### src/rtl/pipelined_addsub_if.sv
// Operand/result handshake bundle for pipelined_addsub.
// The slave side is the adder; the master side feeds operands and drains results.
interface pipelined_addsub_if #(
  parameter int WIDTH = 24
);
  logic             in_valid;
  logic             in_ready;
  logic [WIDTH-1:0] a;
  logic [WIDTH-1:0] b;
  logic             cin;
  logic [1:0]       op;
  logic             out_valid;
  logic             out_ready;
  logic [WIDTH-1:0] sum;
  logic             cout;
  logic             ovf;
  logic             zero;
  logic             neg;

  modport master (
    output in_valid, a, b, cin, op, out_ready,
    input  in_ready, out_valid, sum, cout, ovf, zero, neg
  );

  modport slave (
    input  in_valid, a, b, cin, op, out_ready,
    output in_ready, out_valid, sum, cout, ovf, zero, neg
  );
endinterface

### src/rtl/pipelined_addsub.sv
// WIDTH-bit add/sub with carry-in, split into STAGES carry-registered slices.
// One global advance enable stalls the whole pipe; flags are registered with the sum.
module addsub_slice #(
  parameter int W = 8
) (
  input  logic [W-1:0] a,
  input  logic [W-1:0] b,
  input  logic         ci,
  output logic [W-1:0] s,
  output logic         co
);
  assign {co, s} = {1'b0, a} + {1'b0, b} + {{W{1'b0}}, ci};
endmodule

module pipelined_addsub #(
  parameter int WIDTH  = 24,
  parameter int STAGES = 3
) (
  input  logic              clk,
  input  logic              rst_n,
  pipelined_addsub_if.slave bus
);
  localparam int SW = WIDTH / STAGES;

  logic             adv;
  logic             xfer;
  logic [WIDTH-1:0] a_x;
  logic [WIDTH-1:0] b_x;
  logic             c_x;
  logic [STAGES:1]  vld_pipe;
  logic [WIDTH-1:0] sum_q;
  logic             cout_q;
  logic             ovf_q;
  logic             zero_q;
  logic             neg_q;

  assign adv  = !vld_pipe[STAGES] | bus.out_ready;
  assign xfer = bus.in_valid & adv;

  // Bubbles carry zeroed operands so nothing undefined ever enters the pipe.
  assign a_x = xfer ? bus.a : '0;
  assign b_x = xfer ? (bus.op[1] ? ~bus.b : bus.b) : '0;
  assign c_x = xfer & (bus.op[1] ? (bus.op[0] ? ~bus.cin : 1'b1)
                                 : (bus.op[0] & bus.cin));

  always_ff @(posedge clk or negedge rst_n) begin
    if (!rst_n) begin
      vld_pipe <= '0;
    end else if (adv) begin
      vld_pipe[1] <= xfer;
      for (int i = 2; i <= STAGES; i++) vld_pipe[i] <= vld_pipe[i-1];
    end
  end

  // Stage k consumes slice [HI-1:LO]; upper operand bits ride forward, lower
  // result bits accumulate, so a result's slices line up at the last stage.
  for (genvar k = 0; k < STAGES; k++) begin : g_st
    localparam int LO = k * SW;
    localparam int W  = (k == STAGES - 1) ? WIDTH - LO : SW;
    localparam int HI = LO + W;

    logic [WIDTH-1:LO] a_i;
    logic [WIDTH-1:LO] b_i;
    logic              c_i;
    logic              c_o;
    logic [W-1:0]      s_sl;
    logic [HI-1:0]     s_nx;

    if (k == 0) begin : g_first
      assign a_i  = a_x;
      assign b_i  = b_x;
      assign c_i  = c_x;
      assign s_nx = s_sl;
    end else begin : g_chain
      assign a_i  = g_st[k-1].g_reg.a_q;
      assign b_i  = g_st[k-1].g_reg.b_q;
      assign c_i  = g_st[k-1].g_reg.c_q;
      assign s_nx = {s_sl, g_st[k-1].g_reg.s_q};
    end

    addsub_slice #(.W(W)) u_slice (
      .a  (a_i[HI-1:LO]),
      .b  (b_i[HI-1:LO]),
      .ci (c_i),
      .s  (s_sl),
      .co (c_o)
    );

    if (k < STAGES - 1) begin : g_reg
      logic [WIDTH-1:HI] a_q;
      logic [WIDTH-1:HI] b_q;
      logic [HI-1:0]     s_q;
      logic              c_q;

      always_ff @(posedge clk or negedge rst_n) begin
        if (!rst_n) begin
          a_q <= '0;
          b_q <= '0;
          s_q <= '0;
          c_q <= 1'b0;
        end else if (adv) begin
          a_q <= a_i[WIDTH-1:HI];
          b_q <= b_i[WIDTH-1:HI];
          s_q <= s_nx;
          c_q <= c_o;
        end
      end
    end else begin : g_out
      // Carry into the MSB recovered from the MSB sum bit and its operands.
      logic c_msb;
      assign c_msb = a_i[WIDTH-1] ^ b_i[WIDTH-1] ^ s_sl[W-1];

      always_ff @(posedge clk or negedge rst_n) begin
        if (!rst_n) begin
          sum_q  <= '0;
          cout_q <= 1'b0;
          ovf_q  <= 1'b0;
          zero_q <= 1'b0;
          neg_q  <= 1'b0;
        end else if (adv) begin
          sum_q  <= s_nx;
          cout_q <= c_o;
          ovf_q  <= c_msb ^ c_o;
          zero_q <= ~|s_nx;
          neg_q  <= s_nx[WIDTH-1];
        end
      end
    end
  end

  assign bus.in_ready  = adv;
  assign bus.out_valid = vld_pipe[STAGES];
  assign bus.sum       = sum_q;
  assign bus.cout      = cout_q;
  assign bus.ovf       = ovf_q;
  assign bus.zero      = zero_q;
  assign bus.neg       = neg_q;
endmodule

### src/flat_wrapper.sv
// flat-port wrapper written by rule: the top's interface ports become plain ports
module pipelined_addsub_flat 
#(
  parameter int WIDTH  = 24,
  parameter int STAGES = 3
)
  (clk, rst_n, bus_in_valid, bus_a, bus_b, bus_cin, bus_op, bus_out_ready, bus_in_ready, bus_out_valid, bus_sum, bus_cout, bus_ovf, bus_zero, bus_neg);
  pipelined_addsub_if #(.WIDTH(WIDTH)) bus_i ();
  input  logic clk;
  input  logic rst_n;
  input wire logic [$bits(bus_i.in_valid)-1:0] bus_in_valid;
  input wire logic [$bits(bus_i.a)-1:0] bus_a;
  input wire logic [$bits(bus_i.b)-1:0] bus_b;
  input wire logic [$bits(bus_i.cin)-1:0] bus_cin;
  input wire logic [$bits(bus_i.op)-1:0] bus_op;
  input wire logic [$bits(bus_i.out_ready)-1:0] bus_out_ready;
  output wire logic [$bits(bus_i.in_ready)-1:0] bus_in_ready;
  output wire logic [$bits(bus_i.out_valid)-1:0] bus_out_valid;
  output wire logic [$bits(bus_i.sum)-1:0] bus_sum;
  output wire logic [$bits(bus_i.cout)-1:0] bus_cout;
  output wire logic [$bits(bus_i.ovf)-1:0] bus_ovf;
  output wire logic [$bits(bus_i.zero)-1:0] bus_zero;
  output wire logic [$bits(bus_i.neg)-1:0] bus_neg;
  assign bus_i.in_valid = bus_in_valid;
  assign bus_i.a = bus_a;
  assign bus_i.b = bus_b;
  assign bus_i.cin = bus_cin;
  assign bus_i.op = bus_op;
  assign bus_i.out_ready = bus_out_ready;
  assign bus_in_ready = bus_i.in_ready;
  assign bus_out_valid = bus_i.out_valid;
  assign bus_sum = bus_i.sum;
  assign bus_cout = bus_i.cout;
  assign bus_ovf = bus_i.ovf;
  assign bus_zero = bus_i.zero;
  assign bus_neg = bus_i.neg;
  pipelined_addsub #(.WIDTH(WIDTH), .STAGES(STAGES)) u_core (.clk(clk), .rst_n(rst_n), .bus(bus_i));
endmodule
### config.mk
export PLATFORM = sky130hd
export DESIGN_NAME = pipelined_addsub_flat
export DESIGN_NICKNAME = d
export VERILOG_FILES = /design/src/rtl/pipelined_addsub_if.sv /design/src/rtl/pipelined_addsub.sv /design/src/flat_wrapper.sv
export SDC_FILE = /design/constraint.sdc
export NUM_CORES = 1
export LEC_CHECK = 0
export ABC_AREA = 1
export CAP_MARGIN = 40
export CORE_MARGIN = 2
export CORE_UTILIZATION = 31
export CTS_CLUSTER_SIZE = 24
export DETAILED_ROUTE_END_ITERATION = 10
export GPL_TIMING_DRIVEN = 1
export PLACE_DENSITY = 0.58
export SETUP_SLACK_MARGIN = 0.2
export SKIP_CTS_REPAIR_TIMING = 1
export SLEW_MARGIN = 20
export SYNTH_ARGS = -nofsm -noshare
export SYNTH_HDL_FRONTEND = slang
export SYNTH_SLANG_ARGS = --single-unit
### constraint.sdc
create_clock -name clk -period 2.2 [get_ports clk]
set_input_delay 0.33 -clock clk [delete_from_list [all_inputs] [get_ports clk]]
set_output_delay 0.33 -clock clk [all_outputs]
set_load 0.02 [all_outputs]
Word-level counts from Yosys, hierarchy flattened. Cells that the tools add are included.

Register bits: 105. Input port bits: 55. Word-level logic and storage cells: 37.

Bitwise operators: 9. Mux-type cells: 5. Reduce and logical (&&, ||, !) cells: 3. Add/subtract/negate cells: 6.

Operators by type and width (number): $mux 24 (3); $add 8x8->9 (3); $add 9x1->9 (3); $not 24->24 (1); $reduce_or 24->1 (1); $and 1x1->1 (3); $xor 1x1->1 (3); $logic_not 1->1 (2); $mux 1 (2); $not 1->1 (1); $or 1x1->1 (1).

Logic depth before layout (Yosys ltp).
Depth after elaboration: 6. Gate-level depth with buffers: 16. Mapped depth without buffers: 15.

Cells and area by module. From an unflattened synthesis, not the netlist that was laid out.

Cell total of the unflattened synthesis: 655. Area, all modules: 5507.8 sq um.

By module, submodules not included: pipelined_addsub (area an instance 4355.4 sq um, cells each 478, instances 1); addsub_slice (area an instance 384.1 sq um, cells each 59, instances 3).

Least setup slack after synthesis. Ideal clock, no wire load.

Kind: register to register. From: register u_core.vld_pipe[3] (netlist bit). To: register u_core.g_st[0].g_reg.s_q[4]. Setup time: 128 ps. Period minus slack after synthesis: 2377 ps. Cell stages (with the launch flop): 16. Slack: -177 ps. Path buffers: 1. Arrival: 2249 ps. Cell sequence: dfrtp_1 > inv_1 > nor2_4 > inv_2 > nand2_4 > inv_2 > buf_2 > nand2_1 > fa_1 > inv_1 > fa_1 > nand2_1 > a21oi_1 > o21ai_0 > nand2_1 > o21ai_0.

Cells in the longest elaborated chain, start to end: 6. Elaborated cells between the ends (all ways): 8. Those cells by class: add/sub: 2; mux: 2; bitwise: 3; reduce/logical: 1.

RTL lines: start: declaration (line pipelined_addsub.sv:30) `logic [STAGES:1] vld_pipe;`; start signal: assignment (line pipelined_addsub.sv:48) `vld_pipe <= '0;`; $logic_not 1->1 (*) (line pipelined_addsub.sv:37) `assign adv = !vld_pipe[STAGES] | bus.out_ready;`; $or 1x1->1 (*) (line pipelined_addsub.sv:37); $and 1x1->1 (line pipelined_addsub.sv:38) `assign xfer = bus.in_valid & adv;`; $mux 24, on equally long branches (line pipelined_addsub.sv:41, pipelined_addsub.sv:42); $add 8x8->9 (line pipelined_addsub.sv:12) `assign {co, s} = {1'b0, a} + {1'b0, b} + {{W{1'b0}}, ci};`; $add 9x1->9 (line pipelined_addsub.sv:12); end signal: assignment (line pipelined_addsub.sv:104) `s_q <= s_nx;`; end: declaration (line pipelined_addsub.sv:92) `logic [HI-1:0] s_q;`.

Every way passes the cells marked *; elsewhere a longest branch is shown, timed or not. A chain may end at the register's enable or synchronous reset.

Final worst setup path. Ends and elaborated chain as after synthesis.

==> summary.txt <==
Floorplan
  • Height of the die: 134.5 um
  • Std-Cell Rows: 47
  • Die outline area: 0.01808 mm2
  • IO Pins: 85
  • Die W: 134.5 um
  • Starting Density: 0.3182
  • Floorplan core area: 0.01658 mm2

Worst hold path
  • Worst min-delay path class: in -> async

Worst setup path
  • Worst EP arrival: 2340 ps
  • Timing startpoint of the critical path: u_core.vld_pipe[3]
  • Largest stage delay on the critical path: 410 ps
  • Endpoint of the lowest-slack register-to-register path: u_core.g_st[0].g_reg.s_q[4]
  • Number of cells on the worst reg-to-reg path: 15
  • Critical path, cell by cell: inv_2, nor2_4, inv_4, nand2_4, inv_4, nand2_4, fa_2, inv_2, fa_2, buf_4, nand2_2, a21oi_2, o21ai_1, nand2_1, o21ai_1
  • Crit end category: flop
  • Origin of the critical flop-to-flop path: u_core.vld_pipe[3]
  • Capture point of the critical path: u_core.g_st[0].g_reg.s_q[4]
  • Critical path's slowest cell: sky130_fd_sc_hd__dfrtp_2
  • CP max FO: 4
  • Kind of critical path: reg -> reg
  • Critical path buffer and inverter count: 5
  • CP delay by family, top: adder cells
  • Startpoint class of the critical path: flop
  • Reg-to-reg setup timing slack: 100 ps
  • Instance count on the critical path: 15
  • Data required time of the critical path: 2430 ps

Logic synthesis
  • Post-Synthesis Mean Instance Area: 8.456 um2
  • Number of instances in the synthesized netlist: 624
  • Post-Synthesis Cell Area: 0.005276 mm2
  • Syn_nets: 706
  • Post-synthesis cell type count: 29
  • Dominant cell type by area after synthesis: sky130_fd_sc_hd__dfrtp_1
  • Sequential-to-total area share from yosys stat: 0.4932
  • Synthesis warning total: 0
  • Portion of synthesized cell area occupied by the leading cell type: 0.4932
  • Seq cells post-synth: 104
  • Cell types occupying the most area after synthesis: sky130_fd_sc_hd__dfrtp_1 49%, sky130_fd_sc_hd__nand2_1 12%, sky130_fd_sc_hd__o21ai_0 6.6%

Route
  • Average wire length per cell after detail routing: 13.16 um
  • Post-detailed-route count of antenna-violating nets: 0
  • Initial drt markers: 233
  • Total number of vias: 4286
  • Routed via count divided by cell count: 4.535
  • Pre-Repair DR Iteration Count: 4
  • Wire length reported by the detailed router: 12440 um
  • Total DRC errors in the routed layout: 0

Flow run
  • Number of maximum-capacitance constraint violations: 0

Timing
  • Fraction of the cycle the final worst path needs: 0.9560
  • Final setup violation count: 0
  • Hold_ws: -29.85 ps
  • Number of slew-limit violations in the final report: 0
  • Highest clock frequency the design can meet: 475.4 MHz
  • Final setup skew: 7.350 ps
  • Slew @ Worst Pin: 564.6 ps
  • Unrepaired setup endpoints after global routing: true
  • Worst rel slew slack: 0.6236
  • Final hold violations: 40
  • Min cycle time layout: 2103 ps

Clocking
  • Latest clock arrival within the worst-skew pair: 340 ps
  • Clock-pin slew on the worst setup and hold paths: 70 ps
  • Maximum level of the CTS H-tree: 3
  • CTS buffer count: 9
  • Root buffer cell: sky130_fd_sc_hd__clkbuf_16
  • Clock sinks: 104
  • Number of buffers on the longest clock path: 2
  • CTS tree: yes

Cells and area
  • End-of-flow core utilization: 0.4163
  • Area growth from synthesis to layout: 30.83%
  • Fraction of final layout cells sized beyond drive strength 1: 0.1131
  • Most frequent standard cell in the layout excluding fill and tap cells: sky130_fd_sc_hd__nand2_1
  • Final instance count without filler cells: 945
  • Design area: 0.006903 mm2
  • Number of antenna cells inserted: 0
  • Number of nets in the layout: 802
  • Leading cell types in the layout, fill and taps excluded: 157 x sky130_fd_sc_hd__nand2_1, 103 x sky130_fd_sc_hd__dfrtp_1, 80 x sky130_fd_sc_hd__clkdlybuf4s50_1, 74 x sky130_fd_sc_hd__inv_1, 64 x sky130_fd_sc_hd__o21ai_0

Power and ir drop
  • Internal cell power: 4.736 mW
  • Sw frac: 0.3637
  • Sequential share of power: 0.392
  • Clock share of power: 0.217
  • Sw power: 2.707 mW
  • Maximum ir drop on the vdd rail: 455.5 uV
  • Total chip power: 7.443 mW
  • Logic gate share of total power: 0.391
  • Standby leakage power: 3.359 nW
  • Power Density: 1078 mW/mm2

Global routing
  • Remaining global-route overflow: 0
  • Via count of the first global-routing pass: 4235
  • Global router's overall resource usage: 0.1434
  • Initial antenna violation count: 0
  • Global-route wire length before repair: 20780 um
  • Largest net degree at the start of global routing: 81

Placement
  • Final Wtd Congestion: 0.8361
  • Area after detailed placement: 0.006500 mm2
  • Placed wire-length estimate: 9230 um
  • Port bufs: 84
  • Cell total after placement: 926

Run status
  • Outcome: finished with violations
  • Failing checks: hold timing
registers in the layout, indices dropped and copies added (netlist names):
register / flops
u_core.g_st.g_reg.s_q: 24
u_core.g_st.g_reg.c_q: 2
u_core.bus.sum: 23
u_core.vld_pipe: 3
u_core.bus.ovf: 1
u_core.bus.zero: 1
u_core.bus.cout: 1
u_core.bus.neg: 1
u_core.g_st.g_reg.b_q: 24
u_core.g_st.g_reg.a_q: 24
worst min path at each step:
stage,end,slack [ps],depth (start not counted),startpoint
after floorplan,u_core.bus.cout,30,0,rst_n
after global placement,u_core.g_st[0].g_reg.a_q[22],350,1,rst_n
after detailed placement,u_core.g_st[0].g_reg.a_q[22],360,1,rst_n
after CTS,u_core.g_st[0].g_reg.a_q[22],-10,1,rst_n
after global routing,u_core.g_st[0].g_reg.a_q[22],10,1,rst_n
final,u_core.g_st[0].g_reg.a_q[22],-30,1,rst_n
synth_stat cells, drive strengths merged:
cell type / n
nand2: 164
dfrtp: 104
inv: 80
o21ai: 70
nor2: 52
ha: 21
nand3: 19
a21oi: 17
buf: 16
clkbuf: 11
or2: 9
xnor2: 9
a32o: 8
o32ai: 8
a22o: 7
fa: 6
nand4: 6
a31oi: 3
nand3b: 3
o22ai: 3
xor2: 3
a21o: 2
nor3: 2
nand2b: 1
layer usage:
layer  global-route usage  share of wire  up-vias
li1                     -              -     2204
met2               0.2242           0.46       81
met3              0.02140          0.034       16
met4              0.05439          0.016        0
met5                    0              0        -
met1               0.2021           0.49     1985
power by group through the flow:
stage	Combinational (mW)	Sequential [mW]	Clock, mW
after CTS	2.88	2.92	1.66
after detailed placement	2.86	2.95	0
after global routing	3.27	2.99	1.75
final	2.91	2.91	1.62
after floorplan	1.48	3.14	0
after global placement	2.76	2.93	0
per-stage QoR:
stage	TNS, ps	setup slack, ps
3_5_place_dp	-2306	-349.0
6_report	0	96.71
2_1_floorplan	0	36.79
5_1_grt	-64.88	-31.63
3_3_place_gp	-1912	-273.4
4_1_cts	0	19.55
worst register-to-register path, cell delays in order (launching register included):
cell                      delay, ps
sky130_fd_sc_hd__dfrtp_2        410
sky130_fd_sc_hd__inv_2           70
sky130_fd_sc_hd__nor2_4          40
sky130_fd_sc_hd__inv_4           80
sky130_fd_sc_hd__nand2_4         80
sky130_fd_sc_hd__inv_4           70
sky130_fd_sc_hd__nand2_4         50
sky130_fd_sc_hd__fa_2           410
sky130_fd_sc_hd__inv_2           90
sky130_fd_sc_hd__fa_2           200
sky130_fd_sc_hd__buf_4          120
sky130_fd_sc_hd__nand2_2         60
sky130_fd_sc_hd__a21oi_2        130
sky130_fd_sc_hd__o21ai_1         70
sky130_fd_sc_hd__nand2_1         50
sky130_fd_sc_hd__o21ai_1         60
final cells by class:
| cell class | count | area (um2) |
|---|---|---|
| timing repair buffer | 112 | 1100 |
| multi-input combinational | 413 | 2311 |
| clock buffer | 11 | 252.7 |
| inverter | 80 | 305.3 |
| sequential | 104 | 2604 |
| tap | 220 | 275.3 |
| clock inverter | 5 | 55.05 |
| fill | 1640 | 9681 |
kinds of logic after synthesis:
logic type	after synthesis	share of synthesized area
buffers and inverters	107	0.08205
DFF	104	0.4932
AOI/OAI and AO/OA	118	0.1326
adders and majority gates	27	0.07256
xor gates and xnor gates	12	0.01992
and+or+nand+nor	256	0.1997
Power figures use the tool's default switching activity.
